**src/rtl/interrupt_sequencer_if.sv**
```systemverilog
// Signals between the interrupt sequencer and the control unit, CAR latch and peripherals.
interface interrupt_sequencer_if #(
  parameter int unsigned NUM_IRQ = 8
);
  logic               swReset;
  logic               nmiIn;
  logic [NUM_IRQ-1:0] irqIn;
  logic               GIE;
  logic               INTACK;
  logic               resetSeq;
  logic               INTREQ;
  logic [15:0]        INTVEC;
  logic [NUM_IRQ-1:0] irqClr;
  logic               busy;

  modport master (
    input  swReset, nmiIn, irqIn, GIE, INTACK,
    output resetSeq, INTREQ, INTVEC, irqClr, busy
  );

  modport slave (
    output swReset, nmiIn, irqIn, GIE, INTACK,
    input  resetSeq, INTREQ, INTVEC, irqClr, busy
  );
endinterface

```
**src/rtl/interrupt_sequencer.sv**
```systemverilog
// Reset / interrupt request sequencer feeding the CAR latch: reset hold, NMI capture,
// fixed-priority maskable arbitration and vector presentation until the vector fetch is acked.
module interrupt_sequencer #(
  parameter int unsigned NUM_IRQ  = 8,
  parameter logic [15:0] VEC_BASE = 16'hFFE0,
  parameter logic [15:0] NMI_VEC  = 16'hFFFC,
  parameter logic [15:0] RST_VEC  = 16'hFFFE,
  parameter int unsigned RST_HOLD = 4
) (
  input  logic                  clk,
  input  logic                  rst,
  interrupt_sequencer_if.master bus
);
  localparam int unsigned      IDX_W    = (NUM_IRQ > 1) ? $clog2(NUM_IRQ) : 1;
  localparam int unsigned      CNT_W    = (RST_HOLD > 1) ? $clog2(RST_HOLD) : 1;
  localparam logic [CNT_W-1:0] CNT_INIT = CNT_W'(RST_HOLD - 1);

  typedef enum logic [1:0] {S_RST_HOLD, S_RST_WAIT, S_IDLE, S_REQ} state_t;

  state_t             state, state_d;
  logic [CNT_W-1:0]   cnt, cnt_d;
  logic               nmi_s1, nmi_s2, nmi_s3;
  logic               nmi_pend, nmi_pend_d;
  logic               win_nmi, win_nmi_d;
  logic [IDX_W-1:0]   win_idx, win_idx_d;
  logic               reset_seq_q, reset_seq_d;
  logic               intreq_q, intreq_d;
  logic [15:0]        vec_q, vec_d;
  logic [NUM_IRQ-1:0] clr_q, clr_d;
  logic               busy_q, busy_d;

  logic               irq_hit;
  logic [IDX_W-1:0]   irq_idx;
  logic [15:0]        irq_vec;
  logic               take_irq;
  logic               nmi_edge;

  // Highest set index wins; later loop iterations override lower ones.
  always_comb begin
    irq_hit = 1'b0;
    irq_idx = '0;
    for (int unsigned i = 0; i < NUM_IRQ; i++) begin
      if (bus.irqIn[i]) begin
        irq_hit = 1'b1;
        irq_idx = IDX_W'(i);
      end
    end
  end

  assign irq_vec  = VEC_BASE + 16'({irq_idx, 1'b0});
  assign take_irq = bus.GIE & irq_hit;
  assign nmi_edge = nmi_s2 & ~nmi_s3;

  // State register plus all datapath and output flops; swReset replays the reset values.
  always_ff @(posedge clk or negedge rst) begin
    if (!rst) begin
      state       <= S_RST_HOLD;
      cnt         <= CNT_INIT;
      nmi_s1      <= 1'b0;
      nmi_s2      <= 1'b0;
      nmi_s3      <= 1'b0;
      nmi_pend    <= 1'b0;
      win_nmi     <= 1'b0;
      win_idx     <= '0;
      reset_seq_q <= 1'b1;
      intreq_q    <= 1'b0;
      vec_q       <= RST_VEC;
      clr_q       <= '0;
      busy_q      <= 1'b1;
    end else begin
      state       <= state_d;
      cnt         <= cnt_d;
      nmi_s1      <= bus.swReset ? 1'b0 : bus.nmiIn;
      nmi_s2      <= bus.swReset ? 1'b0 : nmi_s1;
      nmi_s3      <= bus.swReset ? 1'b0 : nmi_s2;
      nmi_pend    <= nmi_pend_d;
      win_nmi     <= win_nmi_d;
      win_idx     <= win_idx_d;
      reset_seq_q <= reset_seq_d;
      intreq_q    <= intreq_d;
      vec_q       <= vec_d;
      clr_q       <= clr_d;
      busy_q      <= busy_d;
    end
  end

  // Next-state logic.
  always_comb begin
    state_d = state;
    case (state)
      S_RST_HOLD: if (cnt == '0) state_d = S_RST_WAIT;
      S_RST_WAIT: if (bus.INTACK) state_d = S_IDLE;
      S_IDLE:     if (nmi_pend || take_irq) state_d = S_REQ;
      S_REQ:      if (bus.INTACK) state_d = S_IDLE;
      default:    state_d = S_RST_HOLD;
    endcase
    if (bus.swReset) state_d = S_RST_HOLD;
  end

  // Output and datapath next values; outputs are decoded from the next state so they leave a flop.
  always_comb begin
    cnt_d      = cnt;
    nmi_pend_d = nmi_pend;
    win_nmi_d  = win_nmi;
    win_idx_d  = win_idx;
    vec_d      = vec_q;
    clr_d      = '0;
    case (state)
      S_RST_HOLD: if (cnt != '0) cnt_d = cnt - CNT_W'(1);
      S_IDLE: begin
        if (nmi_pend) begin
          win_nmi_d = 1'b1;
          vec_d     = NMI_VEC;
        end else if (take_irq) begin
          win_nmi_d = 1'b0;
          win_idx_d = irq_idx;
          vec_d     = irq_vec;
        end
      end
      S_REQ: begin
        if (bus.INTACK) begin
          if (win_nmi) nmi_pend_d = 1'b0;
          else         clr_d[win_idx] = 1'b1;
        end else if (nmi_pend && !win_nmi) begin
          win_nmi_d = 1'b1;
          vec_d     = NMI_VEC;
        end
      end
      default: ;
    endcase
    // A fresh edge wins over a same-cycle ack so the new NMI is not lost.
    if (nmi_edge && state != S_RST_HOLD) nmi_pend_d = 1'b1;
    if (bus.swReset) begin
      cnt_d      = CNT_INIT;
      nmi_pend_d = 1'b0;
      win_nmi_d  = 1'b0;
      win_idx_d  = '0;
      vec_d      = RST_VEC;
      clr_d      = '0;
    end
    reset_seq_d = (state_d == S_RST_HOLD);
    intreq_d    = (state_d == S_REQ);
    busy_d      = (state_d != S_IDLE);
  end

  assign bus.resetSeq = reset_seq_q;
  assign bus.INTREQ   = intreq_q;
  assign bus.INTVEC   = vec_q;
  assign bus.irqClr   = clr_q;
  assign bus.busy     = busy_q;
endmodule

```
**src/flat_wrapper.sv**
```systemverilog
// flat-port wrapper written by rule: the top's interface ports become plain ports
module interrupt_sequencer_flat 
#(
  parameter int unsigned NUM_IRQ  = 8,
  parameter logic [15:0] VEC_BASE = 16'hFFE0,
  parameter logic [15:0] NMI_VEC  = 16'hFFFC,
  parameter logic [15:0] RST_VEC  = 16'hFFFE,
  parameter int unsigned RST_HOLD = 4
)
  (clk, rst, bus_swReset, bus_nmiIn, bus_irqIn, bus_GIE, bus_INTACK, bus_resetSeq, bus_INTREQ, bus_INTVEC, bus_irqClr, bus_busy);
  interrupt_sequencer_if #(.NUM_IRQ(NUM_IRQ)) bus_i ();
  input  logic clk;
  input  logic rst;
  input wire logic [$bits(bus_i.swReset)-1:0] bus_swReset;
  input wire logic [$bits(bus_i.nmiIn)-1:0] bus_nmiIn;
  input wire logic [$bits(bus_i.irqIn)-1:0] bus_irqIn;
  input wire logic [$bits(bus_i.GIE)-1:0] bus_GIE;
  input wire logic [$bits(bus_i.INTACK)-1:0] bus_INTACK;
  output wire logic [$bits(bus_i.resetSeq)-1:0] bus_resetSeq;
  output wire logic [$bits(bus_i.INTREQ)-1:0] bus_INTREQ;
  output wire logic [$bits(bus_i.INTVEC)-1:0] bus_INTVEC;
  output wire logic [$bits(bus_i.irqClr)-1:0] bus_irqClr;
  output wire logic [$bits(bus_i.busy)-1:0] bus_busy;
  assign bus_i.swReset = bus_swReset;
  assign bus_i.nmiIn = bus_nmiIn;
  assign bus_i.irqIn = bus_irqIn;
  assign bus_i.GIE = bus_GIE;
  assign bus_i.INTACK = bus_INTACK;
  assign bus_resetSeq = bus_i.resetSeq;
  assign bus_INTREQ = bus_i.INTREQ;
  assign bus_INTVEC = bus_i.INTVEC;
  assign bus_irqClr = bus_i.irqClr;
  assign bus_busy = bus_i.busy;
  interrupt_sequencer #(.NUM_IRQ(NUM_IRQ), .VEC_BASE(VEC_BASE), .NMI_VEC(NMI_VEC), .RST_VEC(RST_VEC), .RST_HOLD(RST_HOLD)) u_core (.clk(clk), .rst(rst), .bus(bus_i));
endmodule
```
**config.mk**
```make
export PLATFORM = sky130hd
export DESIGN_NAME = interrupt_sequencer_flat
export DESIGN_NICKNAME = d
export VERILOG_FILES = /design/src/rtl/interrupt_sequencer_if.sv /design/src/rtl/interrupt_sequencer.sv /design/src/flat_wrapper.sv
export SDC_FILE = /design/constraint.sdc
export NUM_CORES = 1
export LEC_CHECK = 0
export CAP_MARGIN = 0
export CORE_UTILIZATION = 35
export DETAILED_ROUTE_END_ITERATION = 16
export GPL_ROUTABILITY_DRIVEN = 0
export HOLD_SLACK_MARGIN = 0.15
export PLACE_DENSITY = 0.7
export SYNTH_ARGS = -nofsm -noshare
export SYNTH_HDL_FRONTEND = slang
export SYNTH_SLANG_ARGS = --single-unit
```
**constraint.sdc**
```tcl
create_clock -name clk -period 1.7 [get_ports clk]
set_input_delay 0.51 -clock clk [delete_from_list [all_inputs] [get_ports clk]]
set_output_delay 0.51 -clock clk [all_outputs]
set_load 0.02 [all_outputs]
```
Yosys cells after proc, flatten, opt, wreduce, memory -nomap -nowiden
Cells that the tools add are included.

Flip-flop bits (word level): 39. Input port bits: 14. Output and inout bits: 27. Logic and storage cells: 105.

$add $sub $neg: 2. $lt $le $gt $ge: 2. Equal/unequal tests: 9. Multiplexer cells: 53. Bitwise operators: 3. Reductions and logical operators: 23.

Operators by type and width (number): $mux W16 (5); $mux W8 (4); $pmux W16 S2 (1); $mux W3 (8); $mux W1 (23); $mux W2 (9); $reduce_bool A2 Y1 (6); $reduce_bool A3 Y1 (4); $add A6 B5 Y7 const A (1); $eq A2 B2 Y1 const B (3); $logic_not A2 Y1 (3); $pmux W2 S3 (1); $reduce_and A3 Y1 (2); $lt A3 B4 Y1 const B (1); $ne A2 B2 Y1 const B (2); $ne A4 B2 Y1 const B (1); $reduce_and A4 Y1 (1); $demux W1 S3 (1); $ge A3 B1 Y1 const B (1); $logic_and A1 B1 Y1 (3); $ne A3 B2 Y1 const B (1); $ne A3 B3 Y1 const B (1); $and A1 B1 Y1 (2); $eq A2 B1 Y1 const B (1); other kinds (7) (7).

Depth between registers and ports, before layout
Gate-level depths: netlist of the first run.

Depth in word-level cells: 14. Gate-level depth with buffers: 6. Mapped depth without buffers: 6.

Worst setup path before layout of the first run
Ideal clock, no wire load.

Path kind: input to register. Start: input bus_irqIn[0]. End: register u_core.vec_q[1] (netlist: u_core.bus.INTVEC[1]). Library setup time: 0.060 ns. Data arrival time: 1.512 ns. Data required time: 1.640 ns. Path slack: 0.129 ns. Stages on the path: 4. Path buffers: 0. Cells stage by stage: nor4_2 -> nand2_1 -> o211ai_1 -> a221o_2.

Word-level cells in the longest chain between the ends: 11.

Ends and longest elaborated chain: start, declared (line flat_wrapper.sv:16) `input wire logic [$bits(bus_i.irqIn)-1:0] bus_irqIn;`; $mux W1 (8 in series) (line interrupt_sequencer.sv:43) `if (bus.irqIn[i]) begin`; $and A1 B1 Y1 (line interrupt_sequencer.sv:51) `assign take_irq = bus.GIE & irq_hit;`; $ne A4 B2 Y1 (no source line); $reduce_and A4 Y1 (no source line); end signal, assigned (line interrupt_sequencer.sv:81) `vec_q <= vec_d;`; end, declared (line interrupt_sequencer.sv:28) `logic [15:0] vec_q, vec_d;`.

Every way passes these cells. A chain may end at the register's enable or synchronous reset.

Final worst setup path of the first run
Start: register u_core.vec_q[1] (netlist: u_core.bus.INTVEC[1]). End: output bus_INTVEC[1].

RTL lines: end, declared (line flat_wrapper.sv:21) `output wire logic [$bits(bus_i.INTVEC)-1:0] bus_INTVEC;`.

No word-level cell between the ends.

==> results of run 1 <==
-- cell type report --
class	count	area share [%]
Multi-Input combinational cell	80	28.35
Sequential cell	27	40.35
Tap cell	46	3.387
Clock inverter	1	0.2946
Clock buffer	3	1.325
Timing Repair Buffer	50	24.30
Inverter	9	1.988
-- worst register-to-register path, cell delays in order, from the launching register on --
cell                       delay [ps]
sky130_fd_sc_hd__dfrtp_1          430
sky130_fd_sc_hd__or3b_4           420
sky130_fd_sc_hd__a211oi_4         220
sky130_fd_sc_hd__buf_6            150
sky130_fd_sc_hd__nor2_1            40
sky130_fd_sc_hd__a211oi_1         210
-- layer usage --
metal / GRT usage (%) / vias up / routed length [um]
li1: - / 481 / -
met1: 19.95 / 467 / 1105
met2: 26.42 / 37 / 1238
met3: 1.891 / 5 / 104
met4: 6.667 / 0 / 58
met5: 0 / - / 0
-- logic make-up (layout without fill, tap and decap cells) --
family	count (synthesis)	after routing
simple gates	43	43
flops	27	27
compound gates	23	23
buf+inv	23	63
other cells	2	12
fa+ha+maj	1	1
xor+xnor	1	1
-- stage by stage --
step | cells | worst slack, ps
final | 216 | 40.88
after global placement | 206 | -365.3
after detailed placement | 206 | -470.2
after global routing | 216 | -0.4301
after CTS | 214 | 2.106
after floorplan | 130 | 128.9
-- layout by cell type, fill, tap and decap left out, types with 2 or more instances in the layout --
cell / n
sky130_fd_sc_hd__nor3_2: 2
sky130_fd_sc_hd__o21ai_0: 3
sky130_fd_sc_hd__a21oi_1: 7
sky130_fd_sc_hd__o211ai_1: 2
sky130_fd_sc_hd__nor3_1: 6
sky130_fd_sc_hd__clkbuf_2: 4
sky130_fd_sc_hd__nand3_1: 2
sky130_fd_sc_hd__nand2b_1: 3
sky130_fd_sc_hd__buf_4: 20
sky130_fd_sc_hd__dlygate4sd2_1: 14
sky130_fd_sc_hd__dfrtp_1: 19
sky130_fd_sc_hd__a211oi_1: 2
sky130_fd_sc_hd__conb_1: 12
sky130_fd_sc_hd__clkdlybuf4s50_1: 7
sky130_fd_sc_hd__clkbuf_4: 3
sky130_fd_sc_hd__inv_1: 9
sky130_fd_sc_hd__dfstp_2: 8
sky130_fd_sc_hd__nor2_1: 16
sky130_fd_sc_hd__nand2_1: 7
sky130_fd_sc_hd__nor2b_1: 3
-- power groups by stage --
stage / Sequential (W) / Clock (W) / Combinational, W
after floorplan: 0.000804 / 0 / 0.000229
after global placement: 0.000773 / 0 / 0.000437
after detailed placement: 0.000778 / 0 / 0.000451
after CTS: 0.000766 / 0.000277 / 0.000446
after global routing: 0.000775 / 0.000301 / 0.000513
final: 0.000767 / 0.000268 / 0.000458
-- worst min-delay path by stage --
| stage | from | endpoint | slack, ps | cells after the start |
|---|---|---|---|---|
| floorplan | rst | u_core.bus.INTREQ | 210 | 0 |
| global placement | u_core.nmi_s1 | u_core.nmi_s2 | 440 | 1 |
| detailed placement | u_core.nmi_s1 | u_core.nmi_s2 | 470 | 1 |
| CTS | u_core.nmi_s1 | u_core.nmi_s2 | 500 | 1 |
| global route | u_core.nmi_s1 | u_core.nmi_s2 | 540 | 1 |
| finish | u_core.nmi_s1 | u_core.nmi_s2 | 490 | 1 |
-- flip-flops by register name, summed over array words and instances, names as in the netlist, 2 cells and up --
| signal | cells |
|---|---|
| u_core.cnt | 2 |
| u_core.state | 2 |
| u_core.bus.irqClr | 8 |
| u_core.bus.INTVEC | 4 |
| u_core.win_idx | 3 |
-- what timing repair did --
item                                    CTS  global route
pin swaps                                 4             3
setup buffers                             4             1
gates resized for setup                  26            11
gates cloned                              0             1
endpoints found under the setup margin   23            12
==> impl_summary.md, run 1 <==
Outcome
The run finished with clean final reports.

Floorplanning
The die boundary width is 61.55 um. The initial core utilization is 36.90%. After floorplanning, the core was sized to cover 0.003363 mm2. The I/O pin total is 41. The floorplan step set the die height to 61.55 um.

The die covers 0.003788 mm2. Row generation in the floorplan step produced 21 rows.

Route
For this block, the via count after detailed routing is 990. For this run, design rule violations remaining after detail routing come to 0. The total wire length after detailed routing is 2.507 mm. The post-detailed-route wirelength per cell is 11.61 um. After the first detailed-routing iteration, the DRC count stood at 24. Using the TritonRoute via totals, the vias-per-cell ratio works out to 4.583. In this run the remaining antenna-violating nets after routing total 0. The number of iterations in the first detailed-routing pass is 4.

Final layout
The storage element area is 685.7 um2. The combined area of the multi-input logic cells is 481.7 um2. After the last flow step, the layout net total stands at 186.

The final-layout fill cell count is 336. Compared with the post-synthesis result, the final layout area differs by 36.90%. In the final layout, the share of cells above drive strength 1 is 29.41%. After routing the design area is 0.001699 mm2. The core utilization of the finished layout is 50.52%. The number of antenna diodes is 0.

STA
After routing, the total negative slack on setup checks comes to 0 ps. The count of final setup violators is 0. The final count of hold timing violations is 0. Counting I/O delays and the setup requirement, the final critical path takes 1659 ps. After layout, the worst path uses 97.60% of the clock period. Across all hold checks on the routed design, the worst slack comes to 493.0 ps. The max-slew violation total from the final report is 0. Derived from the worst setup path, the maximum achievable clock frequency is 602.7 MHz.

Between clock sinks in the finished design, the worst skew comes to 10.75 ps.

Setup path
The largest delay contributor family on the critical path is flip-flops. In this design, the stage delay of the slowest critical-path cell is 570 ps. STA classifies the critical path endpoint as a primary output. The startpoint identified for the worst register-to-register timing path is u_core.nmi_pend. The setup slack of the most critical reg-to-reg path is 150 ps. The critical path ends at bus_INTVEC[1]. The biggest fanout along the worst timing path is 2.

The critical path starts at u_core.bus.INTVEC[1]. The number of buffer and inverter instances along the worst setup path is 1. STA classifies the critical path startpoint as a flip-flop. In this run the number of cells on the critical path is 1. For the worst setup path, the data arrival time is 1150 ps.

The critical path goes through clkdlybuf4s15_2. The endpoint identified for the worst register-to-register timing path is u_core.win_idx[2]. At the worst endpoint, the required time is 1190 ps. The worst setup path is of the reg2out kind. For this design, the slowest cell found on the critical path is sky130_fd_sc_hd__dfstp_2. The worst register-to-register path has a depth of 5.

Power and ir drop
The share of power burned in registers is 51.4%. Summing internal, switching and leakage power gives 0.001493 W. The fraction of power consumed by the clock network is 17.9%.

Combinational logic is responsible for 30.7% of the overall power. Summed over all cells, the static leakage comes to 0.8285 nW. The power density over the cells is 878.5 mW/mm2. Net switching is 30.99% of the power. The internal power of the cells totals 0.001030 W.

VDD sags by at most 0.2477 mV. In this run the power spent charging and discharging nets is 0.0004626 W.

Logic synthesis
After synthesis the cells add up to 0.001241 mm2. The synthesized netlist devotes 13.61% of its cell area to compound gates. The parity-gate share of the synthesized area counting xor and xnor cells is 0.7056%. Yosys attributes the largest share of cell area to sky130_fd_sc_hd__dfrtp_1 (38%), sky130_fd_sc_hd__dfstp_2 (17%), sky130_fd_sc_hd__buf_4 (7.3%), sky130_fd_sc_hd__nor2_1 (4.8%), sky130_fd_sc_hd__nor3_1 (3.2%). Yosys mapped a number of flops with a built-in enable equal to 0. Summing the sequential cell areas from Yosys gives 55.24% of the chip area. By area, the combinational part of the netlist is dominated by simple AND/OR/NAND/NOR gates. The post-synthesis average cell area is 10.34 um2.

Of the total synthesized cell area, the portion taken by full adders, half adders and majority gates is 1.008%. The register bit total from synthesis is 27. After synthesis, the share of flip-flops with an asynchronous set or reset is 100.0%.

The most frequent cell after synthesis is sky130_fd_sc_hd__dfrtp_1. For this run, the number of Yosys warnings is 0. In this run the biggest area consumer among cell types represents 38.31% of the synthesized area.

After synthesis, the most frequently instantiated cells are sky130_fd_sc_hd__dfrtp_1 (19), sky130_fd_sc_hd__nor2_1 (16), sky130_fd_sc_hd__buf_4 (12). In this run, distinct cell masters in the synthesized netlist total 30. Among all flip-flop cells after synthesis, the most frequent one is sky130_fd_sc_hd__dfrtp_1. Multiplexer cells account for 0% of the synthesized area. The largest area contributor in the synthesized netlist is sky130_fd_sc_hd__dfrtp_1. After Yosys synthesis, and, or, nand and nor cells account for 18.25% of the synthesized area.

The instance count of the mapped netlist is 120.

GRT
The final global-route overflow total is 0. The first global-routing pass estimated 4.305 mm of wire. Entering global routing, the biggest net connects 28 pins. The number of antenna violations at the first check in global routing is 0. Across every metal layer, demand over resource in global routing totals 15.55%.

The number of global-route vias before repair is 994.

CTS
The longest clock path from root to sink contains 2 buffers. The clock slew seen by the registers of the worst setup and hold paths is 140 ps. The TritonCTS clock tree is built. Clock tree synthesis selected as its root buffer the cell sky130_fd_sc_hd__clkbuf_4. The total clock buffers created by CTS is 3. For this design, the sink count on the clock tree is 27. For the worst-skew pair, the clock arrives at the later sink with an insertion delay of 330 ps. The total of hold buffers inserted after clock tree synthesis is 0. The CTS H-tree depth is 1.

Place
The area after detailed placement is 0.001639 mm2. The number of buffers added on ports is 28. After legalization and detailed placement, the total HPWL measured 1.884 mm.

Worst hold path
The class of the tightest hold or removal check is reg2reg.

Flow run
Max-cap violations in this run came to 0.
(Power assumes the default switching activity.)
==> inputs of run 2 (changes only) <==
--- a/config.mk
+++ b/config.mk
@@ -5,7 +5,9 @@
 export SDC_FILE = /design/constraint.sdc
 export NUM_CORES = 1
 export LEC_CHECK = 0
-export CAP_MARGIN = 0
+export CAP_MARGIN = 20
+export CORE_ASPECT_RATIO = 0.5
+export CORE_MARGIN = 2
 export CORE_UTILIZATION = 35
 export DETAILED_ROUTE_END_ITERATION = 16
 export GPL_ROUTABILITY_DRIVEN = 0
==> run 2 against run 1 <==
Clock power increased by 38%; via count decreased by 3.3%; power increased by 5.6%; final area increased by 1.9%; core utilization increased by 0.18 points; die area increased by 7.4%; sequential share of layout area decreased by 0.76 points; sequential cell count unchanged; global-route usage decreased by 2.6 points; sequential power decreased by 0.5%; fmax decreased by 0.37%.
==> impl_summary.md, run 2 (synthesized netlist as in run 1, its figures left out) <==
STA
The count of final setup violators is 0. The final worst clock skew is 3.445 ps. The top achievable clock speed is 600.5 MHz. Setup repair after global routing could not meet its margin everywhere. The max-slew violation total from the final report is 0. Hold timing on the final database bottoms out at a slack of 463.3 ps. The final critical-path required period is 1665 ps. After layout, the worst path uses 97.96% of the clock period.

The total negative setup slack is 0 ps. The final critical-path setup slack is 34.68 ps. The final count of hold timing violations was 0.

CTS
The buffer cell driving the clock tree root is sky130_fd_sc_hd__clkbuf_8. The clock network latency to the later pin of the worst-skew pair is 270 ps. Counting the buffers created by CTS gives 3. The number of clock sinks seen by CTS is 27.

TritonCTS built the clock tree. The number of buffers on the longest clock path is 2. The clock slew seen by the registers of the worst setup and hold paths is 90 ps.

In this run the number of H-tree levels came out at 1.

Place
The number of buffers added on ports is 28. The placement-stage worst setup slack is -388.5 ps. The placed cell count is 216. The placed wire-length estimate after detailed placement is 1.876 mm.

Setup path
In this design, the largest share of critical-path delay is due to flip-flops. The number of buffers and inverters on the critical path is 1. The maximum cell stage delay along the critical path is 530 ps.

The kind of end point of the critical path is a primary output. STA classifies the critical path startpoint as a flip-flop. The setup path with the least slack is of type reg2out. The critical-path cell with the highest stage delay is sky130_fd_sc_hd__dfstp_2. The biggest fanout along the worst timing path is 2. The critical path data required time is 1190 ps. Walking the worst path, the cells encountered are dlygate4sd2_1.

The data arrival time of the critical path is 1160 ps.

Final layout
Cells fill 50.70% of the core in the end. The final non-filler cell total is 220. The number of flip-flops under the largest register name is 8.

The number of antenna diodes in the final layout is 0. After the last flow step, the layout net total stands at 185. Cells with a size suffix above 1 make up 24.85% of the layout. Fill cells in the final layout number 320. The area overhead of the layout relative to synthesis is 39.52%.

In the layout the commonest cells are sky130_fd_sc_hd__dlygate4sd2_1 (21), sky130_fd_sc_hd__buf_4 (21), sky130_fd_sc_hd__dfrtp_1 (19).

Floorplanning
From bottom edge to top edge, the die measures 46.11 um. The I/O pin total is 41. The core area is 0.003416 mm2. The number of core rows is 15. For this configuration, the core starts out at a cell density of 36.34%. The die area is 0.004068 mm2.

Measured along the x axis, the die boundary spans 88.22 um.

Route
The post-detailed-route wirelength per cell is 10.81 um. After detailed routing, the number of vias per cell comes to 4.350. The remaining number of nets flagged by the antenna check after routing is 0. The via count is 957. For this block, the routed nets add up to 2.378 mm of wire. For this block, the initial DRC count from the detailed router was 62. After detailed routing, the number of remaining DRC violations is 0. The pre-antenna-repair detailed-routing pass consisted of 4 iterations.

GRT
For this run, global-route usage on met3 was measured as 3.763%. The first-pass GRT wire length is 3.995 mm. The global routing usage on met2 is 19.55%. For met1 alone, demand over resource in global routing was 18.00%.

The final global-route overflow total is 0. The number of global-route vias before repair was 879. Global routing used 12.98% of the available tracks.

The pin count of the biggest net entering global routing is 28. In this run the most used layer during global routing was met2. The number of antenna violations at the first check in global routing is 0.

Worst hold path
The worst hold path belongs to the class reg2reg.

Power and ir drop
The power density over the cells is 910.6 mW/mm2. The highest ir drop seen on vdd is 0.3586 mV. The analysis attributes to cell leakage a power of 0.8272 nW.

Flow run
The number of max-capacitance violations reported is 0.

Outcome
The run finished with clean final reports.
==> run 2: changes by cell type in the layout (fill, tap and decap cells not counted), sizes merged <==
cell           delta
clkdlybuf4s50     -2
clkinvlp          +1
clkinv            -1
dlygate4sd2       +7
clkdlybuf4s15     -2
dlymetal6s2s      +1
clkbuf            -4
buf               -1
==> run 2: through the flow <==
step / cell area (um2) / total power [W]
2_1_floorplan: 1279 / 0.001033
3_3_place_gp: 1683 / 0.001217
3_5_place_dp: 1683 / 0.001234
4_1_cts: 1720 / 0.001590
5_1_grt: 1732 / 0.001684
6_report: 1732 / 0.001577
==> run 2: area by class of cell <==
type	count	area [um2]	share of cell area, %
clock buffer	3	41.29	2.384
timing repair buffer	49	416.7	24.06
multi-input combinational	80	483.0	27.89
inverter	9	33.78	1.951
clock inverter	1	7.507	0.4335
sequential	27	685.7	39.60
tap	51	63.81	3.685
==> run 2: report_power, final <==
part	switching (W)	total (W)	internal [W]
combinational	0.000238	0.000445	0.000207
sequential	0.0000327	0.000763	0.000731
clock	0.000202	0.000369	0.000166
==> run 2: worst paths after layout <==
kind	startpoint	depth (start not counted)	slack, ps	endpoint
max	u_core.bus.INTVEC[3]	1	30	bus_INTVEC[3]
min	u_core.nmi_s1	1	460	u_core.nmi_s2
max reg2reg	u_core.nmi_pend	5	110	u_core.win_idx[2]
min reg2reg	u_core.nmi_s1	1	460	u_core.nmi_s2
max in group asynchronous	rst	2	810	u_core.bus.resetSeq
min in group asynchronous	rst	2	600	u_core.nmi_s2
==> run 2: metal layers <==
metal | part of all wire (%) | wire [um]
met5 | 0 | 0
met2 | 45 | 1077
met3 | 4.3 | 103
met4 | 1.8 | 42
met1 | 49 | 1155
==> run 2: timing repair <==
action                     in CTS  in global routing
setup endpoints to repair      21                  9
buffers inserted                1                  0
pin swaps                       3                  4
hold buffers                    0                  0
resized for setup              22                  4
